### src/rtl/branch_redirect_ctrl.sv
// ---------------------------------------------------------------------------
// branch_redirect_ctrl
//
// Purpose:
//   Carries the fetch-stage branch prediction into decode and checks it
//   against the decode-stage branch outcome. On a mispredict it produces a
//   registered one-cycle redirect to the recovery PC and flushes the IF/ID
//   and ID/EX pipeline registers. Every resolved branch also produces a
//   one-cycle BTB/predictor update strobe. Saturating counters track the
//   number of resolved branches and the number of mispredicts.
//
// Ports:
//   clk, rst            single clock, synchronous active-high reset
//   pred_taken_f        fetch-stage predictor select (taken & valid & hit)
//   pred_target_f       fetch-stage predicted target
//   stall_d             decode hold from the hazard unit
//   branch_d            decode instruction is a branch
//   branch_taken_d      actual branch outcome in decode
//   pc_d, pc_plus4_d    PC and PC+4 of the decode instruction
//   pc_branch_d         computed branch target in decode
//   redirect            next PC must be redirect_pc
//   redirect_pc         recovery PC
//   flush_fd, flush_de  clear IF/ID and ID/EX this edge
//   btb_wr_en           one-cycle BTB update strobe
//   btb_wr_pc           branch PC for the update
//   btb_wr_target       resolved target
//   btb_wr_taken        resolved outcome
//   br_cnt              resolved branches (saturating)
//   mispred_cnt         mispredicts (saturating)
// ---------------------------------------------------------------------------
module branch_redirect_ctrl #(
    parameter int CNT_W = 16
) (
    input  logic             clk,
    input  logic             rst,
    input  logic             pred_taken_f,
    input  logic [31:0]      pred_target_f,
    input  logic             stall_d,
    input  logic             branch_d,
    input  logic             branch_taken_d,
    input  logic [31:0]      pc_d,
    input  logic [31:0]      pc_plus4_d,
    input  logic [31:0]      pc_branch_d,
    output logic             redirect,
    output logic [31:0]      redirect_pc,
    output logic             flush_fd,
    output logic             flush_de,
    output logic             btb_wr_en,
    output logic [31:0]      btb_wr_pc,
    output logic [31:0]      btb_wr_target,
    output logic             btb_wr_taken,
    output logic [CNT_W-1:0] br_cnt,
    output logic [CNT_W-1:0] mispred_cnt
);

    typedef enum logic {
        NORMAL   = 1'b0,
        REDIRECT = 1'b1
    } state_e;

    state_e            state_q, state_d;

    logic              pred_taken_q;
    logic [31:0]       pred_target_q;
    logic [31:0]       redirect_pc_q;
    logic              btb_wr_en_q;
    logic [31:0]       btb_wr_pc_q;
    logic [31:0]       btb_wr_target_q;
    logic              btb_wr_taken_q;
    logic [CNT_W-1:0]  br_cnt_q;
    logic [CNT_W-1:0]  mispred_cnt_q;

    logic              resolve;
    logic              mispredict;

    function automatic logic [CNT_W-1:0] sat_inc(input logic [CNT_W-1:0] v);
        if (&v) begin
            return v;
        end
        return v + {{(CNT_W-1){1'b0}}, 1'b1};
    endfunction

    // Only branches seen in NORMAL are on the correct path; anything in
    // decode during REDIRECT is about to be flushed.
    assign resolve = branch_d && !stall_d && (state_q == NORMAL);

    // Taken-with-wrong-target counts as a mispredict just like a
    // direction error.
    assign mispredict = resolve &&
                        ((branch_taken_d != pred_taken_q) ||
                         (branch_taken_d && pred_taken_q &&
                          (pred_target_q != pc_branch_d)));

    // ---------------- FSM ----------------
    always_ff @(posedge clk) begin
        if (rst) begin
            state_q <= NORMAL;
        end else begin
            state_q <= state_d;
        end
    end

    always_comb begin
        state_d     = state_q;
        redirect    = 1'b0;
        flush_fd    = 1'b0;
        flush_de    = 1'b0;
        redirect_pc = redirect_pc_q;
        unique case (state_q)
            NORMAL: begin
                if (mispredict) begin
                    state_d = REDIRECT;
                end
            end
            REDIRECT: begin
                // Always exactly one cycle; a stall cannot extend it.
                redirect = 1'b1;
                flush_fd = 1'b1;
                flush_de = 1'b1;
                state_d  = NORMAL;
            end
            default: state_d = NORMAL;
        endcase
    end

    // ---------------- Prediction tag (fetch -> decode) ----------------
    always_ff @(posedge clk) begin
        if (rst || flush_fd) begin
            pred_taken_q  <= 1'b0;
            pred_target_q <= 32'h0;
        end else if (!stall_d) begin
            pred_taken_q  <= pred_taken_f;
            pred_target_q <= pred_target_f;
        end
    end

    // ---------------- Recovery PC ----------------
    always_ff @(posedge clk) begin
        if (rst) begin
            redirect_pc_q <= 32'h0;
        end else if (mispredict) begin
            redirect_pc_q <= branch_taken_d ? pc_branch_d : pc_plus4_d;
        end
    end

    // ---------------- BTB update and statistics ----------------
    always_ff @(posedge clk) begin
        if (rst) begin
            btb_wr_en_q     <= 1'b0;
            btb_wr_pc_q     <= 32'h0;
            btb_wr_target_q <= 32'h0;
            btb_wr_taken_q  <= 1'b0;
            br_cnt_q        <= '0;
            mispred_cnt_q   <= '0;
        end else begin
            btb_wr_en_q <= resolve;
            if (resolve) begin
                btb_wr_pc_q     <= pc_d;
                btb_wr_target_q <= pc_branch_d;
                btb_wr_taken_q  <= branch_taken_d;
                br_cnt_q        <= sat_inc(br_cnt_q);
            end
            if (mispredict) begin
                mispred_cnt_q <= sat_inc(mispred_cnt_q);
            end
        end
    end

    assign btb_wr_en     = btb_wr_en_q;
    assign btb_wr_pc     = btb_wr_pc_q;
    assign btb_wr_target = btb_wr_target_q;
    assign btb_wr_taken  = btb_wr_taken_q;
    assign br_cnt        = br_cnt_q;
    assign mispred_cnt   = mispred_cnt_q;

endmodule

### config.mk
export PLATFORM = sky130hd
export DESIGN_NAME = branch_redirect_ctrl
export DESIGN_NICKNAME = d
export VERILOG_FILES = /design/src/rtl/branch_redirect_ctrl.sv
export SDC_FILE = /design/constraint.sdc
export NUM_CORES = 1
export LEC_CHECK = 0
export CORE_AREA = 4 4 127 129
export DETAILED_ROUTE_END_ITERATION = 7
export DIE_AREA = 0 0 131 133
export PLACE_DENSITY = 0.95
export SYNTH_ARGS = -nofsm -noshare
export SYNTH_HDL_FRONTEND = slang
export SYNTH_SLANG_ARGS = --single-unit
export TNS_END_PERCENT = 10
### constraint.sdc
create_clock -name clk -period 5.8 [get_ports clk]
set_input_delay 0.58 -clock clk [delete_from_list [all_inputs] [get_ports clk]]
set_output_delay 0.58 -clock clk [all_outputs]
set_load 0.05 [all_outputs]
== After elaboration in Yosys (flattened, before gate mapping) ==
Cells that the tools add are included.
Widths: inputs -> output; s select.
Operators by class
  $add $sub $neg: 2
  eq/ne operators: 4
  mux-type cells: 12
  bitwise operators: 1
  reductions and logical operators: 12
Operators by type and width (number)
  $add 16x1->16 const B: 2
  $mux 16: 2
  $mux 32: 1
  $ne 32x32->1: 1
  $reduce_and 16->1: 2
  $mux 1: 8
  $logic_and 1x1->1: 5
  $ne 2x2->1 const B: 2
  $reduce_and 2->1: 2
  $logic_or 1x1->1: 2
  $pmux 1 s2: 1
  $logic_not 1->1: 1
  $ne 1x1->1: 1
  $not 1->1: 1
Word-level totals
  flip-flop bits (word level): 164
  bits of input ports: 134
  output and inout port bits: 133
  word-level logic and storage cells: 41

== Logic depth before layout (Yosys ltp) ==
  depth in word-level cells: 8
  depth in mapped cells: 7
  mapped depth without buffers: 7

== Worst setup path before layout ==
OpenSTA, ideal clock, no wires.
  path type: reg2reg
  start: reg mispred_cnt_q[2], in the netlist mispred_cnt[2]
  end: reg mispred_cnt_q[15], in the netlist mispred_cnt[15]
  setup time: 0.123 ns
  arrival: 2.124 ns
  data required time: 5.677 ns
  setup slack: 3.552 ns
  stages on the path, launching flop included: 7
  path buffers: 0
  clock period less this slack: 2.248 ns
  cells stage by stage: dfxtp_1 nand4_1 nor2_1 nand4b_1 or4_1 o21ai_1 mux2_1
Between the ends
  word-level cells in the longest chain between the ends: 6
  elaborated cells on any way between the ends: 8
  classes of those cells: 1 x add/sub; 1 x eq/ne; 4 x mux; 2 x reduce/logical
RTL lines
  start: declaration: RTL line 71  | logic [CNT_W-1:0] mispred_cnt_q;
  start signal: assignment: RTL line 164  | mispred_cnt_q <= sat_inc(mispred_cnt_q);
  $reduce_and 16->1: RTL line 77  | if (&v) begin
  $mux 1: RTL line 77
  $mux 1: RTL line 163  | if (mispredict) begin
  $mux 1: RTL line 148  | if (rst) begin
  $ne 2x2->1 (no source line)
  $reduce_and 2->1 (no source line)
Several ways; a longest one is shown, not always the timed one. The select of a mux whose other input is x is not followed.
A chain may end at the register's enable or synchronous reset.

== Worst setup path in the final report ==
  start: in pc_branch_d[25]
  end: reg redirect_pc_q[27], in the netlist redirect_pc[27]
Between the ends
  word-level cells in the longest chain between the ends: 4
RTL lines
  start: declaration: RTL line 43  | input logic [31:0] pc_branch_d,
  $ne 32x32->1: RTL line 92  | (pred_target_q != pc_branch_d)));
  $logic_and 1x1->1: RTL line 91  | (branch_taken_d && pred_taken_q &&
  $logic_or 1x1->1: RTL line 90  | ((branch_taken_d != pred_taken_q) ||
  $logic_and 1x1->1: RTL line 89  | assign mispredict = resolve &&
  end signal: assignment: RTL line 142  | redirect_pc_q <= branch_taken_d ? pc_branch_d : pc_plus4_d;
  end: declaration: RTL line 65  | logic [31:0] redirect_pc_q;
No other way between the ends.

==> parameters.txt <==
Parameter                              Value

Outcome
  Outcome    complete, no violations

Clocking
  Hold-fix buffers at CTS    0
  Number of sinks handled by clock tree synthesis    164
  Clock input transition at the sequential cells of the worst setup and hold paths    60 ps
  Buffer depth of the longest clock path    2
  Insertion delay to the later sink of the worst-skew pair    420 ps
  Maximum level of the CTS H-tree    4
  Number of buffers added by the clock tree synthesis step    17
  TritonCTS clock tree    yes
  CTS resizes    0
  Post-CTS setup-driven buffer insertion count    0
  Buffer type at the clock tree root    sky130_fd_sc_hd__clkbuf_16

Global route
  Met3 Track Usage GR    6.66%
  Antenna violations before repair    0
  Aggregate global routing overflow    0
  Vias in the first global route    6618
  Highest-utilization routing layer at the global route stage    met2
  Global-route wire length before repair    35000 microns
  Total GRT Usage    25.6%
  Maximum number of pins on one net before global-route repair    92
  Met1 track utilization from global routing    30.9%
  GR Util met2    42.9%

Route
  Via-to-Cell Ratio    5.43
  Number of vias in the routed layout    6694
  Number of detailed-routing iterations run before antenna repair    5
  Post-route DRC    0
  Detailed Route WL    22600 microns
  Average wire per cell in the routed design    18.4 microns
  Antenna Violating Nets Remaining    0
  Number of DRC markers in iteration 0    391

Min path
  Hold Path End    btb_wr_target[0]$_SDFFE_PP0P_
  Hold Path Origin    btb_wr_target[0]$_SDFFE_PP0P_
  Hold crit path type    reg -> reg
  Min-Delay Path Depth    2

Final layout
  Number of fill cells    1123
  Total area of multi-input combinational cells    3500 sq um
  Layout-stage area growth over the synthesis result    47.0%
  Area of all sequential standard cells    3280 sq um
  Post-Layout Inst Area    10300 sq um
  Total Nets Final    1168
  Fraction of layout cells with a size suffix above 1    5.08%
  Antenna diodes    0

Die
  Cell row count    45
  Area enclosed by the die boundary    17400 sq um
  Boundary Pins    267
  Core Area    15000 sq um
  Initial core utilization    46.8%
  Y dimension of the die    133 microns
  Die W    131 microns

Synthesis
  Netlist cell types    53
  Post-synthesis compound-gate area fraction    10.7%
  Warning count from the yosys run    0
  Adder and majority cell fraction of the synthesized area    0.533%
  Ys flop type    sky130_fd_sc_hd__dfxtp_1
  Cells after Synth    795
  Simple-gate share of the synthesized area    21.3%
  Synth Cell Area    7040 sq um
  Portion of netlist area occupied by mux cells    11.3%
  EDFF count, synth    0
  Ys async rst share    0%
  XOR/XNOR share of the synthesized area    5.85%
  Register area share after synthesis    46.7%
  Synthesized area per cell    8.85 sq um
  Main combinational cell family by area after synthesis    simple AND/OR/NAND/NOR gates
  Syn_nets    932
  #FFs+latches synth    164

Timing
  Final max-slew violation count    0
  Number of failing hold endpoints at the final stage    0
  Period utilization    59.1%
  Maximum clock rate    292 MHz
  Slew at the pin closest to its max-slew limit    1250 ps
  Post-layout min period    3430 ps
  Sum of negative setup slack    0 ps
  Slew HR    16.3%
  RSZ-0062 raised after global routing    no
  Number of endpoints failing setup at the final stage    0
  Clock Skews    8.27 ps

Job
  Max capacitance violation total    0

Setup path
  Crit path required time    6120 ps
  Kind of end point of the critical path    flop
  Capture instance of the worst register-to-register path    redirect_pc[27]$_SDFFE_PP0P_
  Critical-path cell list    clkdlybuf4s50_1, xor2_1, nor4_1, nand4_1, o21ai_4, nand2_1, a211oi_1
  Largest delay share family, worst path    simple AND/OR/NAND/NOR gates
  Critical R2R Launch    pred_target_q[25]$_SDFFE_PP0N_
  Worst Path Arrival    3750 ps
  Type of origin of the critical path    input pin
  Critical path buffer and inverter count    1
  R2R cell count    6
  Peak per-stage delay on the critical path    850 ps
  Worst setup path class    in -> reg
  R2R setup slack    2710 ps
  Library cell contributing the largest single delay on the critical path    sky130_fd_sc_hd__nand2_1
  Critical-path maximum fanout    32

Place
  Final GP Congestion    0.859
  Placed wire-length estimate    16100 microns
  Post-place instance area    9740 sq um
  Buffers added on ports    266

Pwr
  Worst VDD drop    0.182 mV
  Power Density    278 nW/um^2
  Leakage    3.92 nW
[kinds of logic after synthesis]
group                      Yosys count
DFF                                164
xor gates and xnor gates            47
AOI/OAI and AO/OA                  121
buffers and inverters               60
muxes                               78
and+or+nand+nor                    322
adders and majority gates            3
[stage by stage]
stage	power [mW]	hold WS (ps)	util, %	instances	worst slack [ps]
after floorplan	1.53	468	-	795	3550
after global placement	1.75	441	64.8	1200	2060
after detailed placement	1.76	446	64.8	1200	1910
after CTS	2.89	455	68.8	1232	2380
after global routing	2.97	472	68.8	1232	2150
final	2.88	453	68.8	1232	2370
[synthesized netlist by cell type (all sizes together), types with 2 or more instances]
cell type | n | share of area (%)
a2111oi | 4 | 0.59
a211oi | 39 | 4.2
a21oi | 69 | 5.0
and2 | 3 | 0.27
and3 | 2 | 0.18
and4 | 2 | 0.25
buf | 18 | 1.3
clkbuf | 39 | 2.1
dfxtp | 164 | 47
ha | 3 | 0.53
inv | 3 | 0.16
mux2 | 12 | 1.9
mux2i | 66 | 9.4
nand2 | 145 | 7.8
nand2b | 4 | 0.36
nand3 | 14 | 1.0
nand4 | 13 | 1.2
nor2 | 65 | 3.5
nor2b | 13 | 1.2
nor3 | 36 | 2.6
nor4 | 13 | 1.5
o21ai | 3 | 0.37
or3 | 2 | 0.18
or4 | 2 | 0.21
xnor2 | 5 | 0.62
xor2 | 42 | 5.2
[sequential cells by signal, indices dropped and copies added (netlist names)]
signal / flops
redirect_pc: 32
mispred_cnt: 16
btb_wr_target: 32
btb_wr_taken: 1
state_q: 1
br_cnt: 16
pred_target_q: 32
pred_taken_q: 1
btb_wr_pc: 32
btb_wr_en: 1
[cell type report]
class,instances,area share [%]
Sequential cell,164,31.7
Multi-Input combinational cell,571,33.9
Timing Repair Buffer,274,26.2
Inverter,3,0.109
Tap cell,188,2.27
Clock buffer,25,4.89
Clock inverter,7,0.919
[routing by layer]
layer  vias up  routed length [microns]
li1       3220                        -
met1      3133                     9040
met2       286                    11200
met3        55                     1700
met4         0                      711
met5         -                        0
[worst max-delay path by stage]
stage,depth (start not counted),to,start
3_5_place_dp,7,redirect_pc[27]$_SDFFE_PP0P_,pc_branch_d[2]
5_1_grt,7,redirect_pc[23]$_SDFFE_PP0P_,pc_branch_d[2]
3_3_place_gp,7,redirect_pc[28]$_SDFFE_PP0P_,pc_branch_d[2]
4_1_cts,7,redirect_pc[27]$_SDFFE_PP0P_,pc_branch_d[2]
6_report,7,redirect_pc[27]$_SDFFE_PP0P_,pc_branch_d[25]
2_1_floorplan,6,mispred_cnt[15]$_SDFFE_PP0P_,mispred_cnt[2]$_SDFFE_PP0P_
[tightest hold or removal path: stages (launching register included)]
cell and delay, ps:
sky130_fd_sc_hd__dfxtp_1 300, sky130_fd_sc_hd__nand2_1 50, sky130_fd_sc_hd__a21oi_1 50
[power by group]
| part | internal [mW] | switching, mW | leakage, nW |
|---|---|---|---|
| logic | 0.215 | 0.308 | 2.30 |
| clock network | 0.692 | 0.448 | 0.282 |
| registers | 1.18 | 0.0324 | 1.34 |
| total | 2.09 | 0.788 | 3.92 |
[cells in the final DEF, fill, tap and decap left out, drive strengths merged, types with 2 or more instances in the layout]
cell / instances
nand2: 145
a21oi: 69
mux2: 12
nor3: 36
clkinvlp: 4
nand2b: 4
ha: 3
dfxtp: 164
or4: 2
xor2: 42
nor2b: 13
buf: 11
a211oi: 39
xnor2: 5
nor4: 13
clkbuf: 25
o21ai: 3
nand3: 14
and3: 2
inv: 3
and2: 3
nand4: 13
nor2: 65
or3: 2
bufinv: 2
mux2i: 66
a2111oi: 4
clkdlybuf4s50: 263
and4: 2
Note: power is estimated with default switching activity, not from simulation.
==> variant (same settings) <==
Set the parameter `CNT_W` to 32 (it was 16).
--- a/src/rtl/branch_redirect_ctrl.sv
+++ b/src/rtl/branch_redirect_ctrl.sv
@@ -29,7 +29,7 @@
 //   mispred_cnt         mispredicts (saturating)
 // ---------------------------------------------------------------------------
 module branch_redirect_ctrl #(
-    parameter int CNT_W = 16
+    parameter int CNT_W = 32
 ) (
     input  logic             clk,
     input  logic             rst,
Interface: changed (resized br_cnt and mispred_cnt); port bits go from 267 to 299. The function was not compared with the original's and may differ.
==> variant against the original RTL <==
  * Sequential power is 18% higher
  * Highest routed layer unchanged
  * Worst setup slack better by 0.077 ns
  * Non-clock buffer count is 29 higher
  * Critical path depth is 1 higher
  * Cell area is 15% higher
  * Wire length rose by 18%
  * Total power increased by 8.4%
  * Area after synthesis increased by 19%
  * Final cell count increased by 15%
  * Critical path type unchanged
  * Sequential cell count rose by 32
==> variant: results (changes against the original RTL) <==
[final_layout]
seqCellArea_sq_um=3920  ; +20%
multi_input_area_share_pct=35.0  ; +1.2 points
non_clock_buffer_area_share_pct=25.2  ; -1.0 points
fillers=930  ; -17%
inv_count=3  ; unchanged
layout-drive-gt1-share_pct=4.94  ; -0.13 points
fin_nets=1358  ; +16%
n_all_buffers=303  ; +11%
clk_share_pct=4.82  ; -0.98 points
multi_input_cells=700  ; +23%
nClkBuffers=19  ; -24%

[drt]
dr.first_iter.drc_count=667  ; +71%
vias=8172  ; +22%
first_pass_iters=5  ; unchanged
wl_per_cell_um=18.8  ; +2.4%

[yosys]
synth_area_leaders=dfxtp_1, mux2i_1, nand2_1
synth_cell_types=51  ; -3.8%
syn-num-nets=1098  ; +18%
ys_seq_area_share_pct=47.0  ; +0.30 points
yosys-top-cells-count=dfxtp_1, nand2_1, nor2_1, a21oi_1, mux2i_1

[placement]
hpwl_um=18700  ; +16%
gp_congestion=0.864  ; +0.57%
io_buffers=298  ; +12%

[critical_path]
ff2ff_path_depth=8  ; +2
crit_fanout=30  ; -6.3%
crit_arrival_ns=3.65  ; -0.10 ns
slowest_stage=and2_1
rr_startpoint=mispred_cnt[1]
ff2ff_setup_slack_ns=2.60  ; -0.11 ns
cpPeakStageDelay_ns=0.83  ; -0.02 ns
worstSetupStartpoint=pc_branch_d[29]

[grt]
grt_pass1_wl_um=41000  ; +17%
grt_max_degree=100  ; +8.7%
grt_usage_pct=29.9  ; +4.3 points
grt_pass1_vias=7964  ; +20%

[run_status]
outcome=complete, no violations

[sta]
tightest_slew_ns=1.08  ; -0.170 ns
maxSlewViolCount=0  ; unchanged
clock_skew_ns=0.0124  ; +0.00417 ns

[clock_tree]
clkSinkCount=196  ; +20%

[hold_path]
hold_start=btb_wr_target[6]

[power]
p_leak_nw=4.44  ; +13%
vdd_drop_max_mv=0.233  ; +28%

variant: changes by cell type in the layout (fill, tap and decap cells not counted), sizes merged, moves of 9 or more:
cell | before | now
clkdlybuf4s50 | 263 | 295
dfxtp | 164 | 196
nor3 | 36 | 10
or3 | 2 | 13
a21oi | 69 | 90
nor2 | 65 | 117
o21ai | 3 | 12
nand2 | 145 | 157
xnor2 | 5 | 15
variant: logic make-up (layout without fill, tap and decap cells):
logic type | after synthesis | after routing | synth area share, %
AND/OR/NAND/NOR | 408 | 408 | 22.8
flip-flops | 196 | 196 | 47.0
AO/OA/AOI/OAI | 153 | 153 | 11.0
multiplexers | 76 | 76 | 9.30
buffers and inverters | 65 | 338 | 3.13
XOR/XNOR | 60 | 60 | 6.29
adder cells (fa/ha/maj) | 3 | 3 | 0.449
variant: report_power, final:
part	total [W]	internal [W]	switching, W
Clock	0.00116	0.000622	0.000534
Sequential	0.00143	0.00140	0.0000347
Combinational	0.000526	0.000211	0.000315
variant: metal layers:
layer	GRT usage, %	vias to the layer above	part of all wire (%)
met5	0	-	0
met4	10.6	0	3.0
met3	8.24	65	7.9
met2	53.2	376	52
met1	33.7	3895	37
li1	-	3836	-
variant: per-stage QoR:
step	worst slack, ns	hold slack (ns)	instance area [sq um]	cells
after CTS	2.53	0.456	11900	1422
final	2.45	0.455	11900	1422
after floorplan	3.06	0.468	8360	961
after global placement	2.21	0.440	11400	1390
after global routing	2.36	0.480	11900	1422
after detailed placement	2.15	0.447	11400	1390
variant: path summary, 6_finish.rpt:
check                endpoint
max            mispred_cnt[4]
min          btb_wr_target[6]
max reg2reg    mispred_cnt[3]
min reg2reg  btb_wr_target[6]
